File: src/rtl/pwm_gate_guard_if.sv
// rtl/pwm_gate_guard_if.sv - PWM/gate/trip signal bundle between pwm_accelerator, guard and gate drivers
interface pwm_gate_guard_if #(
  parameter int N_PAIRS = 4
);
  logic [2*N_PAIRS-1:0] pwm_in;
  logic                 arm;
  logic                 fault_clear;
  logic [N_PAIRS-1:0]   ext_trip_n;
  logic [2*N_PAIRS-1:0] gate_out;
  logic                 fault;
  logic [2*N_PAIRS-1:0] fault_flags;
  logic [1:0]           state;

  modport master (
    output pwm_in, arm, fault_clear, ext_trip_n,
    input  gate_out, fault, fault_flags, state
  );

  modport slave (
    input  pwm_in, arm, fault_clear, ext_trip_n,
    output gate_out, fault, fault_flags, state
  );
endinterface

File: src/rtl/pwm_gate_guard.sv
// rtl/pwm_gate_guard.sv - shoot-through block, min gate pulse width and debounced trip latch
module pwm_gate_guard #(
  parameter int N_PAIRS   = 4,
  parameter int MIN_PULSE = 25,
  parameter int TRIP_FILT = 8
) (
  input  logic            clk,
  input  logic            rst_n,
  pwm_gate_guard_if.slave bus
);

  localparam int NCH = 2 * N_PAIRS;
  localparam int CW  = $clog2(MIN_PULSE + 1);
  localparam int TW  = $clog2(TRIP_FILT + 1);
  localparam logic [CW-1:0] CNT_MAX  = CW'(MIN_PULSE);
  localparam logic [TW-1:0] TRIP_MAX = TW'(TRIP_FILT);

  typedef enum logic [1:0] {
    ST_SAFE  = 2'd0,
    ST_RUN   = 2'd1,
    ST_FAULT = 2'd2
  } state_t;

  state_t               r_state;
  state_t               w_state_nxt;
  logic [NCH-1:0]       r_gate;
  logic [NCH-1:0]       w_gate_nxt;
  logic [CW-1:0]        r_cnt      [NCH];
  logic [CW-1:0]        w_cnt_nxt  [NCH];
  logic [CW-1:0]        w_cnt_eff  [NCH];
  logic                 r_fault;
  logic [NCH-1:0]       r_flags;
  logic [NCH-1:0]       w_flags_nxt;
  logic [N_PAIRS-1:0]   r_sync1;
  logic [N_PAIRS-1:0]   r_sync2;
  logic [TW-1:0]        r_tcnt     [N_PAIRS];
  logic [N_PAIRS-1:0]   w_trip_q;
  logic [N_PAIRS-1:0]   w_st;
  logic                 w_any_trip;
  logic                 w_run_nxt;
  logic                 w_in_fault;

  // Trip pins are asynchronous; both sync stages idle at 1 (no trip).
  always_ff @(posedge clk) begin
    if (!rst_n) begin
      r_sync1 <= '1;
      r_sync2 <= '1;
    end else begin
      r_sync1 <= bus.ext_trip_n;
      r_sync2 <= r_sync1;
    end
  end

  always_ff @(posedge clk) begin
    for (int k = 0; k < N_PAIRS; k++) begin
      if (!rst_n || r_sync2[k]) begin
        r_tcnt[k] <= '0;
      end else if (r_tcnt[k] != TRIP_MAX) begin
        r_tcnt[k] <= r_tcnt[k] + 1'b1;
      end
    end
  end

  always_comb begin
    w_trip_q = '0;
    w_st     = '0;
    for (int k = 0; k < N_PAIRS; k++) begin
      w_trip_q[k] = (r_tcnt[k] == TRIP_MAX);
      w_st[k]     = bus.pwm_in[2*k] & bus.pwm_in[2*k+1];
    end
  end

  assign w_any_trip = (|w_st) | (|w_trip_q);
  assign w_in_fault = (r_state != ST_SAFE) && (r_state != ST_RUN);

  always_ff @(posedge clk) begin
    if (!rst_n) begin
      r_state <= ST_SAFE;
    end else begin
      r_state <= w_state_nxt;
    end
  end

  always_comb begin
    w_state_nxt = r_state;
    if (w_any_trip) begin
      w_state_nxt = ST_FAULT;
    end else begin
      case (r_state)
        ST_SAFE: if (bus.arm) w_state_nxt = ST_RUN;
        ST_RUN:  if (!bus.arm) w_state_nxt = ST_SAFE;
        default: if (bus.fault_clear && !bus.arm) w_state_nxt = ST_SAFE;
      endcase
    end
  end

  assign w_run_nxt = (w_state_nxt == ST_RUN) && !w_any_trip;

  // Counters read as saturated on the entry edge so the first edge passes at once.
  // A channel may not turn on while its complement is still driven; it follows a cycle later.
  always_comb begin
    w_gate_nxt = r_gate;
    for (int c = 0; c < NCH; c++) begin
      w_cnt_eff[c] = (r_state == ST_RUN) ? r_cnt[c] : CNT_MAX;
      w_cnt_nxt[c] = (w_cnt_eff[c] == CNT_MAX) ? CNT_MAX : w_cnt_eff[c] + 1'b1;
      if (!w_run_nxt) begin
        w_gate_nxt[c] = 1'b0;
      end else if ((bus.pwm_in[c] != r_gate[c]) && (w_cnt_eff[c] == CNT_MAX) &&
                   !(bus.pwm_in[c] && r_gate[c ^ 1])) begin
        w_gate_nxt[c] = bus.pwm_in[c];
        w_cnt_nxt[c]  = CW'(1);
      end
    end
  end

  always_comb begin
    w_flags_nxt = r_flags | {w_trip_q, w_st};
    if (w_in_fault && (w_state_nxt == ST_SAFE)) begin
      w_flags_nxt = '0;
    end
  end

  always_ff @(posedge clk) begin
    if (!rst_n) begin
      r_gate  <= '0;
      r_fault <= 1'b0;
      r_flags <= '0;
      for (int c = 0; c < NCH; c++) begin
        r_cnt[c] <= CNT_MAX;
      end
    end else begin
      r_gate  <= w_gate_nxt;
      r_fault <= (w_state_nxt == ST_FAULT);
      r_flags <= w_flags_nxt;
      for (int c = 0; c < NCH; c++) begin
        r_cnt[c] <= w_cnt_nxt[c];
      end
    end
  end

  assign bus.gate_out    = r_gate;
  assign bus.fault       = r_fault;
  assign bus.fault_flags = r_flags;
  assign bus.state       = r_state;

endmodule

File: src/flat_wrapper.sv
// flat-port wrapper written by rule: the top's interface ports become plain ports
module pwm_gate_guard_flat 
#(
  parameter int N_PAIRS   = 4,
  parameter int MIN_PULSE = 25,
  parameter int TRIP_FILT = 8
)
  (clk, rst_n, bus_pwm_in, bus_arm, bus_fault_clear, bus_ext_trip_n, bus_gate_out, bus_fault, bus_fault_flags, bus_state);
  pwm_gate_guard_if #(.N_PAIRS(N_PAIRS)) bus_i ();
  input  logic clk;
  input  logic rst_n;
  input wire logic [$bits(bus_i.pwm_in)-1:0] bus_pwm_in;
  input wire logic [$bits(bus_i.arm)-1:0] bus_arm;
  input wire logic [$bits(bus_i.fault_clear)-1:0] bus_fault_clear;
  input wire logic [$bits(bus_i.ext_trip_n)-1:0] bus_ext_trip_n;
  output wire logic [$bits(bus_i.gate_out)-1:0] bus_gate_out;
  output wire logic [$bits(bus_i.fault)-1:0] bus_fault;
  output wire logic [$bits(bus_i.fault_flags)-1:0] bus_fault_flags;
  output wire logic [$bits(bus_i.state)-1:0] bus_state;
  assign bus_i.pwm_in = bus_pwm_in;
  assign bus_i.arm = bus_arm;
  assign bus_i.fault_clear = bus_fault_clear;
  assign bus_i.ext_trip_n = bus_ext_trip_n;
  assign bus_gate_out = bus_i.gate_out;
  assign bus_fault = bus_i.fault;
  assign bus_fault_flags = bus_i.fault_flags;
  assign bus_state = bus_i.state;
  pwm_gate_guard #(.N_PAIRS(N_PAIRS), .MIN_PULSE(MIN_PULSE), .TRIP_FILT(TRIP_FILT)) u_core (.clk(clk), .rst_n(rst_n), .bus(bus_i));
endmodule
File: config.mk
export PLATFORM = sky130hd
export DESIGN_NAME = pwm_gate_guard_flat
export DESIGN_NICKNAME = d
export VERILOG_FILES = /design/src/rtl/pwm_gate_guard_if.sv /design/src/rtl/pwm_gate_guard.sv /design/src/flat_wrapper.sv
export SDC_FILE = /design/constraint.sdc
export NUM_CORES = 1
export LEC_CHECK = 0
export CAP_MARGIN = 20
export CORE_MARGIN = 2
export CORE_UTILIZATION = 45
export DETAILED_ROUTE_END_ITERATION = 8
export PLACE_DENSITY = 0.76
export SLEW_MARGIN = 15
export SYNTH_ARGS = -nofsm -noshare
export SYNTH_HDL_FRONTEND = slang
export SYNTH_SLANG_ARGS = --single-unit
File: constraint.sdc
create_clock -name clk -period 2.74 [get_ports clk]
set_clock_uncertainty 0.2 [all_clocks]
set_input_delay 0.411 -clock clk [delete_from_list [all_inputs] [get_ports clk]]
set_output_delay 0.411 -clock clk [all_outputs]
set_load 0.02 [all_outputs]
Word level (Yosys, flattened, before mapping)
Memories as Yosys holds them, arrays and structs flattened.
Cells that the tools add are included.
- register bits after elaboration: 27
- RAM bits: 56
- output and inout port bits: 19
- memories: 2
- add/subtract/negate cells: 12
- eq/ne operators: 28
- muxes and demuxes: 71
- bitwise gates (word level): 19
- reductions and logical operators: 50
- memory list (name ; words ; width ; rd ports ; clocked after memory_dff ; write ports ; RTL line ; text):
    u_core.r_cnt ; 8 ; 5 ; 8 ; 0 ; 8 ; pwm_gate_guard.sv:28 ; logic [CW-1:0] r_cnt [NCH];
    u_core.r_tcnt ; 4 ; 4 ; 4 ; 0 ; 4 ; pwm_gate_guard.sv:36 ; logic [TW-1:0] r_tcnt [N_PAIRS];
- operators by type and width (cell ; number):
    5-bit two-way mux ; 40
    5-bit by 1-bit adder with 5-bit output (second input constant) ; 8
    5-bit == test (second input constant) ; 8
    1-bit logical AND ; 28
    1-bit two-way mux ; 22
    4-bit by 1-bit adder with 4-bit output (second input constant) ; 4
    4-bit == test (second input constant) ; 4
    4-bit two-way mux ; 4
    4-bit inequality test (second input constant) ; 4
    1-bit OR ; 13
    1-bit logical NOT ; 11
    2-bit two-way mux ; 4
    1-bit inequality test ; 8
    8-bit OR ; 1
    4-bit OR reduction ; 2
    1-bit bitwise AND ; 4
    2-bit by 1-bit == test with 1-bit output (second input constant) ; 2
    2-bit logical NOT ; 2
    1-bit logical OR ; 4
    2-bit case mux with 2 select lines ; 1
    2-bit == test (second input constant) ; 1
    2-bit by 1-bit inequality test with 1-bit output (second input constant) ; 1
    2-bit AND reduction ; 1
    2-bit nonzero test ; 1
    2 further kinds ; 2

Logic depth before layout (Yosys ltp)
Gate-level depths: netlist (run 1).
- word-level depth: 9
- gate-level depth with buffers: 8
- depth with buffers taken out: 6

Worst setup path after synthesis (run 1)
No wires, ideal clock.
- path type: flip-flop to flip-flop
- start: mem u_core.r_tcnt[2][0] (netlist name)
- end: mem u_core.r_cnt[1][18] (netlist name)
- data arrival time: 2.029 ns
- setup slack: 0.370 ns
- cell stages (with the launch flop): 8
- buffers on the path: 1
- path through: edfxtp_1 > inv_1 > ha_1 > and3b_1 > or4_4 > nor4_4 > buf_4 > a22oi_1
- RTL lines (item ; RTL line):
    start, declared ; pwm_gate_guard.sv:36
    end, declared ; pwm_gate_guard.sv:28

==> results of run 1 <==
-- through the flow --
step | instances | setup WS, ps | util [%] | hold WS, ps
finish | 528 | 256 | 54.3 | 211
global placement | 512 | 318 | 51.6 | 189
floorplan | 378 | 370 | - | 186
detailed placement | 512 | 260 | 51.6 | 197
global route | 528 | 123 | 54.3 | 240
CTS | 528 | 240 | 54.3 | 216
-- cell families (layout without fill, tap and decap cells) --
kind of cell	Yosys count	after routing	synth area share, %
AND/OR/NAND/NOR	164	164	22.5
AO/OA/AOI/OAI	52	52	11.8
flip-flops	83	83	48.8
adder cells (fa/ha/maj)	16	16	5.36
buffers and inverters	27	72	3.02
multiplexers	4	4	1.07
XOR/XNOR	32	32	7.51
-- registers in the layout (all words and copies together) (netlist names) --
signal and flops:
u_core.bus.fault 1, u_core.bus.fault_flags 8, u_core.bus.gate_out 8, u_core.bus.state 2
u_core.r_cnt 40, u_core.r_sync1 4, u_core.r_sync2 4, u_core.r_tcnt 16
-- synthesized netlist by cell type, types with 13 or more instances --
master,n
and2_1,19
edfxtp_1,16
nand2_1,21
nand3_1,23
nor2_1,57
ha_1,16
xor2_1,20
a22oi_1,18
a41oi_1,13
nand2b_1,22
dfxtp_1,67
inv_1,17
-- final cells by class --
type / count / area [sq um]
well taps: 105 / 131
inverters: 17 / 63.8
multi-input cells: 268 / 1800
clock buffers: 12 / 155
flip-flops and latches: 83 / 1820
clock inverters: 4 / 71.3
fillers: 709 / 3710
repair buffers: 39 / 378
-- worst paths after layout --
| kind | startpoint | to | cells past startpoint |
|---|---|---|---|
| setup / recovery | u_core.r_tcnt[2][0] | u_core.r_cnt[1][19] | 7 |
| hold / removal | u_core.r_sync1[0] | u_core.r_sync2[0] | 1 |
| setup reg to reg | u_core.r_tcnt[2][0] | u_core.r_cnt[1][19] | 7 |
| hold reg to reg | u_core.r_sync1[0] | u_core.r_sync2[0] | 1 |
-- power groups by stage --
stage / clock, mW / combinational, mW / sequential [mW]
5_1_grt: 1.05 / 0.159 / 1.28
3_3_place_gp: 0 / 0.143 / 1.31
2_1_floorplan: 0 / 0.0676 / 1.31
4_1_cts: 1.00 / 0.145 / 1.28
3_5_place_dp: 0 / 0.144 / 1.31
6_report: 0.987 / 0.143 / 1.28
-- layer usage --
metal  routed length (um)  GRT usage (%)  part of all wire, %  up-vias
li1                     -              -                    -     1396
met1                 3190           20.6                   45     1323
met2                 3500           27.8                   50       32
met3                  198           3.87                  2.8       12
met4                  146           5.68                  2.1        0
met5                    0              0                    0        -
-- worst max-delay path, stage by stage, from the launching register on --
cell and delay [ps]:
edfxtp_1 400, inv_1 60, ha_1 180, and3b_1 210, or4_4 580, nor4_4 260
buf_4 300, a22oi_1 140
==> out/qor.txt, run 1 <==
Async SR Flop Fraction: 0%
Sequential area share after synthesis: 48.8%
Clock power share: 41.0%
Die area: 9040 sq um
Setup TNS: 0 ps
Critical path class: flop to flop
Clock slew at reported path FFs: 80 ps
Leakage: 1.60 nW
Vias in the first global route: 2623
Required time of the critical path: 2740 ps
Top cell type by total area after synthesis: dfxtp_1
Initial antenna violation count: 0
Number of synthesized register bits: 83
Final #Nets: 450
Post-layout instance area: 4420 sq um
Outcome: finished, final reports clean
Final Max Tran Viols: 0
Grt total ovfl: 0
Area contributors post-synth: dfxtp_1 (36%), edfxtp_1 (13%), nor2_1 (5.7%)
Final min period: 2480 ps
Cell Pwr Density: 545 nW/um^2
Max Cap Viol: 0
CTS sink count: 83
IO buf count: 34
Htree depth: 3
Largest net degree at the start of global routing: 27
Die width: 95.1 um
RePlAce Congestion: 0.801
# diodes: 0
Pwr Total: 2.41 mW
Most frequent cells in the layout: dfxtp_1 (67), nor2_1 (57), clkdlybuf4s50_1 (34)
Placed inst area: 4190 sq um
Setup bufs post-CTS: 0
Worst min path class: flop to flop
Final wirelength: 7030 um
Initial DRT Pass Iterations: 5
Max FO, Critical Path: 24
CTS tree: yes
Syn_area_per_cell: 9.88 sq um
Slew of the pin with the lowest slew margin: 519 ps
Area Growth Syn to Fin: 18.4%
Synth warn: 0
Worst-Skew Late Latency: 350 ps
Post-route ant nets: 0
Synth top area share: 35.9%
Arr. time, crit path: 2490 ps
CTS Hold Bufs: 0
Fmax: 403 MHz
Vias post-DR: 2763
Pint: 1.89 mW
Drt via density: 5.23
EDFF count, synth: 16
Total GRT Usage: 16.5%
Max_slew headroom: 64.9%
Commonest non-fill, non-tap cell in the layout: dfxtp_1
Syn Inst Count: 378
WL/cell: 13.3 um
Main synth FF type: dfxtp_1
Initial Util: 45.9%
Syn_nets: 410
CTS resizes: 0
Die height: 95.1 um
Psw: 517 uW
Core region area: 8130 sq um
Final period util: 90.7%
I/O pin count: 35
Global-route wire length before repair: 11600 um
Gate power share: 6.0%
Endpoints failing setup: 0
CP Launch Type: flop
Detail Placement HPWL: 5180 um
Endpoints failing hold: 0
Flop2flop setup slack: 260 ps
Sequential share of power: 53.1%
Critical path endpoint category: flop
Root Driver: clkbuf_8
Starting DRT DRC Count: 106
CTS buffer count: 9
Yosys cell types: 30
Layout cells sized above 1: 7.33%
Drt drc: 0
RSZ-0062 raised after global routing: no
Switching Share: 21.5%
Clk buf depth: 2
Netlist area before placement: 3730 sq um
Maximum VDD drop: 264 uV
Row count: 33
(Power assumes the default switching activity.)
==> inputs of run 2 (changes only) <==
--- a/config.mk
+++ b/config.mk
@@ -9,7 +9,7 @@
 export CORE_MARGIN = 2
 export CORE_UTILIZATION = 45
 export DETAILED_ROUTE_END_ITERATION = 8
-export PLACE_DENSITY = 0.76
+export PLACE_DENSITY = 0.79
 export SLEW_MARGIN = 15
 export SYNTH_ARGS = -nofsm -noshare
 export SYNTH_HDL_FRONTEND = slang
==> constraint.sdc (replaced) <==
create_clock -name clk -period 2.1 [get_ports clk]
set_clock_uncertainty 0.2 [all_clocks]
set_input_delay 0.315 -clock clk [delete_from_list [all_inputs] [get_ports clk]]
set_output_delay 0.315 -clock clk [all_outputs]
set_load 0.02 [all_outputs]
==> run 2 against run 1 <==
  * The run now ends with negative setup slack left
  * Cell count grew 5.5%
  * Sequential cell count is the same
  * Sequential share of layout area shrank 2.1 points
  * Maximum frequency grew 9.7%
  * Via count grew 4.4%
  * Non-clock buffer count grew 30
==> out/qor.txt, run 2 (synthesis results as in run 1) <==
Outcome: finished with violations
Placed inst area: 4480 sq um
Global-route wire length before repair: 12400 um
Placed cell count: 541
Endpoints failing setup: 32
Die area: 9040 sq um
Setup ws final: -164 ps
Non-Filler Instances: 557
CTS tree: yes
FF-to-FF Start: u_core.r_tcnt[0][0]
Area Growth Syn to Fin: 24.7%
Final Max Tran Viols: 0
Initial antenna violation count: 0
Drt via density: 5.18
Failing checks: negative setup slack
IO buf count: 34
CTS sink count: 83
Initial Util: 45.9%
WL/cell: 13.2 um
Vias post-DR: 2885
CP Launch Type: flop
Worst-Skew Late Latency: 350 ps
Endpoints failing hold: 0
Htree depth: 3
Leakage: 1.74 nW
Critical path endpoint category: flop
Grt total ovfl: 0
Initial DRT Pass Iterations: 4
Flop2flop setup slack: -160 ps
Clk buf depth: 2
I/O pin count: 35
Reg area: 1820 sq um
Hold Crit Depth: 1
Final wirelength: 7330 um
Starting DRT DRC Count: 107
Max Cap Viol: 0
Root Driver: clkbuf_8
Hold path start: u_core.r_sync1[0]
Fmax: 442 MHz
Slew of the pin with the lowest slew margin: 464 ps
Biggest regs: u_core.r_cnt x40, u_core.r_tcnt x16
Total GRT Usage: 17.5%
Pwr Total: 2.88 mW
Row count: 33
Commonest non-fill, non-tap cell in the layout: dfxtp_1
Fin util: 57.2%
Pre-CTS worst setup slack: -185 ps
RePlAce Congestion: 0.788
# diodes: 0
Post-route ant nets: 0
Endpoint of the worst register-to-register path: u_core.bus.fault_flags[2]
Detail Placement HPWL: 5410 um
Post-layout instance area: 4650 sq um
Fillers: 697
Vias in the first global route: 2738
Area occupied by multi-input gates: 1840 sq um
Arr. time, crit path: 2310 ps
CTS Hold Bufs: 0
Largest net degree at the start of global routing: 27
Critical path class: flop to flop
Required time of the critical path: 2140 ps
Die width: 95.1 um
Cell Pwr Density: 619 nW/um^2
Clock slew at reported path FFs: 80 ps
Maximum VDD drop: 282 uV
Max_slew headroom: 68.7%
Reg2Reg Depth: 8
Final min period: 2260 ps
Core region area: 8130 sq um
Layout cells sized above 1: 13.5%
Final #Nets: 480
Max FO, Critical Path: 4
RSZ-0062 raised after global routing: yes
Drt drc: 0
Top reg by flops: u_core.r_cnt
Worst min path class: flop to flop
Final period util: 108%
Most frequent cells in the layout: dfxtp_1 (67), nor2_1 (57), clkdlybuf4s50_1 (34)
Max reg flops: 40
CTS buffer count: 9
Hold Path End: u_core.r_sync2[0]
Die height: 95.1 um
run 2: layout make-up:
type | instances | area share (%)
multi-input combinational | 268 | 39.5
sequential | 83 | 39.1
timing repair buffer | 69 | 13.7
clock buffer | 12 | 3.12
tap | 105 | 2.82
inverter | 17 | 1.37
clock inverter | 3 | 0.376
run 2: per-layer routing:
metal	part of all wire, %	vias to the layer above	GRT usage [%]
met2	48	51	30.4
met5	0	-	0
met3	3.1	9	2.69
met1	48	1367	21.5
met4	1.5	0	7.25
li1	-	1458	-
run 2: worst max-delay path: stages (launching register included):
cell and delay [ps]:
edfxtp_1 380, inv_1 60, ha_2 160, and3b_1 170
or4_4 540, buf_4 160, o41ai_4 220, buf_4 210
nor2_1 50
run 2: metrics by stage:
stage | hold WS, ps | setup TNS (ps)
detailed placement | 192 | -4470
finish | 208 | -4230
floorplan | 186 | -3470
global route | 231 | -7590
CTS | 211 | -4330
global placement | 189 | -2600
run 2: worst max path at each step:
stage | cells past startpoint | from | to | slack, ps
finish | 8 | u_core.r_tcnt[0][0] | u_core.bus.fault_flags[2] | -160
global placement | 7 | u_core.r_tcnt[3][1] | u_core.bus.gate_out[6] | -120
global route | 7 | u_core.r_tcnt[0][0] | u_core.bus.gate_out[5] | -270
detailed placement | 7 | u_core.r_tcnt[0][0] | u_core.r_cnt[1][14] | -180
CTS | 7 | u_core.r_tcnt[0][0] | u_core.bus.gate_out[5] | -190
floorplan | 7 | u_core.r_tcnt[3][0] | u_core.r_cnt[1][18] | -190
run 2: repair_timing:
item,4_1_cts,5_1_grt
endpoints found under the setup margin,32,35
setup buffers,0,1
gates resized for setup,2,0
pin swaps,6,0
cloned,0,0
run 2: power by group:
part / total, mW / switching, mW / internal [mW]
sequential: 1.66 / 0.0191 / 1.64
combinational: 0.223 / 0.109 / 0.114
clock: 0.995 / 0.542 / 0.453
==> inputs of run 3 (changes only) <==
--- a/config.mk
+++ b/config.mk
@@ -7,9 +7,10 @@
 export LEC_CHECK = 0
 export CAP_MARGIN = 20
 export CORE_MARGIN = 2
-export CORE_UTILIZATION = 45
+export CORE_UTILIZATION = 51
 export DETAILED_ROUTE_END_ITERATION = 8
-export PLACE_DENSITY = 0.79
+export PLACE_DENSITY = 0.86
+export SKIP_LAST_GASP = 1
 export SLEW_MARGIN = 15
 export SYNTH_ARGS = -nofsm -noshare
 export SYNTH_HDL_FRONTEND = slang
==> run 3 against run 2 <==
  * The flow still finishes with violations (negative setup slack)
  * Critical path depth stayed put
  * Power is 3.3% higher
  * Non-clock buffer count is 4 higher
  * Cell count is 0.18% lower
  * Core utilization is 10 points higher
  * Setup slack better by 23 ps
  * Maximum frequency is 1.0% higher
  * Hold slack better by 4.4 ps
  * Clock power is 7% higher
  * Combinational power is 10% higher
  * Sequential cell count stayed put
  * Largest cell class unchanged
==> out/qor.txt, run 3 (synthesis results as in run 1) <==
Htree depth: 3
Row count: 31
RSZ-0062 raised after global routing: yes
Drt drc: 0
Gate power share: 8.3%
Endpoints failing setup: 34
Worst-Skew Late Latency: 370 ps
CTS tree: yes
Hold Path End: u_core.r_sync2[0]
Max reg flops: 40
Max Cap Viol: 0
Clk buf depth: 2
Die width: 89.6 um
Slew of the pin with the lowest slew margin: 545 ps
Required time of the critical path: 2150 ps
Arr. time, crit path: 2300 ps
Core region area: 7180 sq um
RePlAce Congestion: 0.787
Pre-CTS worst setup slack: -145 ps
Area Growth Syn to Fin: 29.6%
Clock slew at reported path FFs: 80 ps
Root Driver: clkbuf_8
Critical path endpoint category: flop
Outcome: finished with violations
Max_slew headroom: 63.2%
Vias post-DR: 3061
Layout cells sized above 1: 19.5%
Drt via density: 5.51
Final Max Tran Viols: 0
Switching Share: 25.2%
Leakage: 1.79 nW
Total GRT Usage: 21.8%
Sequential share of power: 56.1%
Endpoints failing hold: 0
CP max stage delay: 510 ps
Hold Crit Depth: 1
Endpoint of the worst register-to-register path: u_core.bus.fault_flags[7]
Flop2flop setup slack: -140 ps
Reg2Reg Depth: 8
Maximum VDD drop: 302 uV
Psw: 749 uW
Fmax: 446 MHz
Placed cell count: 534
Hold Slack: 213 ps
Grt total ovfl: 0
FF-to-FF Start: u_core.r_tcnt[3][0]
Vias in the first global route: 2974
Failing checks: negative setup slack
CP Launch Type: flop
Initial DRT Pass Iterations: 4
Clock power share: 35.6%
Hold path start: u_core.r_sync1[0]
Die height: 89.6 um
CTS Hold Bufs: 0
Max FO, Critical Path: 4
Die area: 8020 sq um
Reg area: 1820 sq um
Starting DRT DRC Count: 175
Final period util: 107%
Critical path class: flop to flop
Initial Util: 52.0%
Final #Nets: 484
Global-route wire length before repair: 13200 um
I/O pin count: 35
Initial antenna violation count: 0
Detail Placement HPWL: 5670 um
Setup ws final: -141 ps
# diodes: 0
Worst min path class: flop to flop
CTS sink count: 83
Final wirelength: 8870 um
Commonest non-fill, non-tap cell in the layout: dfxtp_1
Non-Filler Instances: 556
Top reg by flops: u_core.r_cnt
Biggest regs: u_core.r_cnt x40, u_core.r_tcnt x16
Post-route ant nets: 0
CTS buffer count: 9
WL/cell: 16.0 um
Fillers: 507
Worst path slowest cell: or4_4
Critical path, cell by cell: inv_1 > ha_2 > and3b_1 > or4_4 > buf_6 > o41ai_4 > buf_4 > nor2_2
IO buf count: 34
Area occupied by multi-input gates: 1960 sq um
Final min period: 2240 ps
Cell Pwr Density: 615 nW/um^2
Most frequent cells in the layout: dfxtp_1 (67), nor2_1 (53), clkdlybuf4s50_1 (34)
Pint: 2.23 mW
Largest net degree at the start of global routing: 27
[run 3: cell types whose count changed in the layout (fill, tap and decap cells not counted), sizes merged]
cell,before,now
inv,17,19
clkinv,2,3
buf,35,39
clkbuf,12,10
[run 3: worst max-delay path: cells and delay by family (launching register included)]
kind / cells / cell delay (ps)
compound gates: 1 / 230
fa+ha+maj: 1 / 160
buf+inv: 3 / 410
flops: 1 / 380
simple gates: 3 / 740
[run 3: what timing repair did]
action,CTS,global route
gates resized for setup,10,26
pin swaps,3,3
endpoints found under the setup margin,32,35
hold endpoints to repair,0,0
cloned,2,0
setup buffers,4,0
[run 3: routing by layer]
layer	track usage (%)	routed length, um	part of all wire, %	vias to the layer above
met3	4.89	345	3.9	25
li1	-	-	-	1463
met5	0	0	0	-
met2	39.4	4710	53	81
met4	11.0	307	3.5	0
met1	23.6	3510	40	1492
[run 3: cell type report]
class	count	share of cell area, %
clock buffer	10	2.84
clock inverter	6	0.801
inverter	17	1.32
multi-input combinational	268	40.5
sequential	83	37.6
tap	99	2.56
timing repair buffer	73	14.3
[run 3: metrics by stage]
| step | util [%] | cell area (sq um) | power (mW) | setup TNS [ps] |
|---|---|---|---|---|
| 3_5_place_dp | 62.2 | 4460 | 1.92 | -3730 |
| 4_1_cts | 66.0 | 4730 | 2.96 | -4840 |
| 3_3_place_gp | 62.2 | 4460 | 1.91 | -2240 |
| 2_1_floorplan | - | 3770 | 1.80 | -3470 |
| 5_1_grt | 67.4 | 4840 | 3.06 | -5500 |
| 6_report | 67.4 | 4840 | 2.97 | -3400 |
[run 3: worst max-delay path by stage]
stage                        startpoint                        end  slack (ps)  cells after the start
floorplan           u_core.r_tcnt[3][0]        u_core.r_cnt[1][18]        -190                      7
global placement    u_core.r_tcnt[3][1]     u_core.bus.gate_out[6]        -100                      7
detailed placement  u_core.r_tcnt[3][1]     u_core.bus.gate_out[5]        -140                      7
CTS                 u_core.r_tcnt[1][1]     u_core.bus.gate_out[4]        -170                      8
global route        u_core.r_tcnt[3][0]  u_core.bus.fault_flags[7]        -210                      8
finish              u_core.r_tcnt[3][0]  u_core.bus.fault_flags[7]        -140                      8
[run 3: power by group through the flow]
| stage | logic (mW) | registers, mW | clock network (mW) |
|---|---|---|---|
| detailed placement | 0.217 | 1.70 | 0 |
| global placement | 0.209 | 1.70 | 0 |
| global route | 0.262 | 1.67 | 1.13 |
| finish | 0.246 | 1.67 | 1.06 |
| CTS | 0.227 | 1.67 | 1.06 |
| floorplan | 0.0902 | 1.71 | 0 |
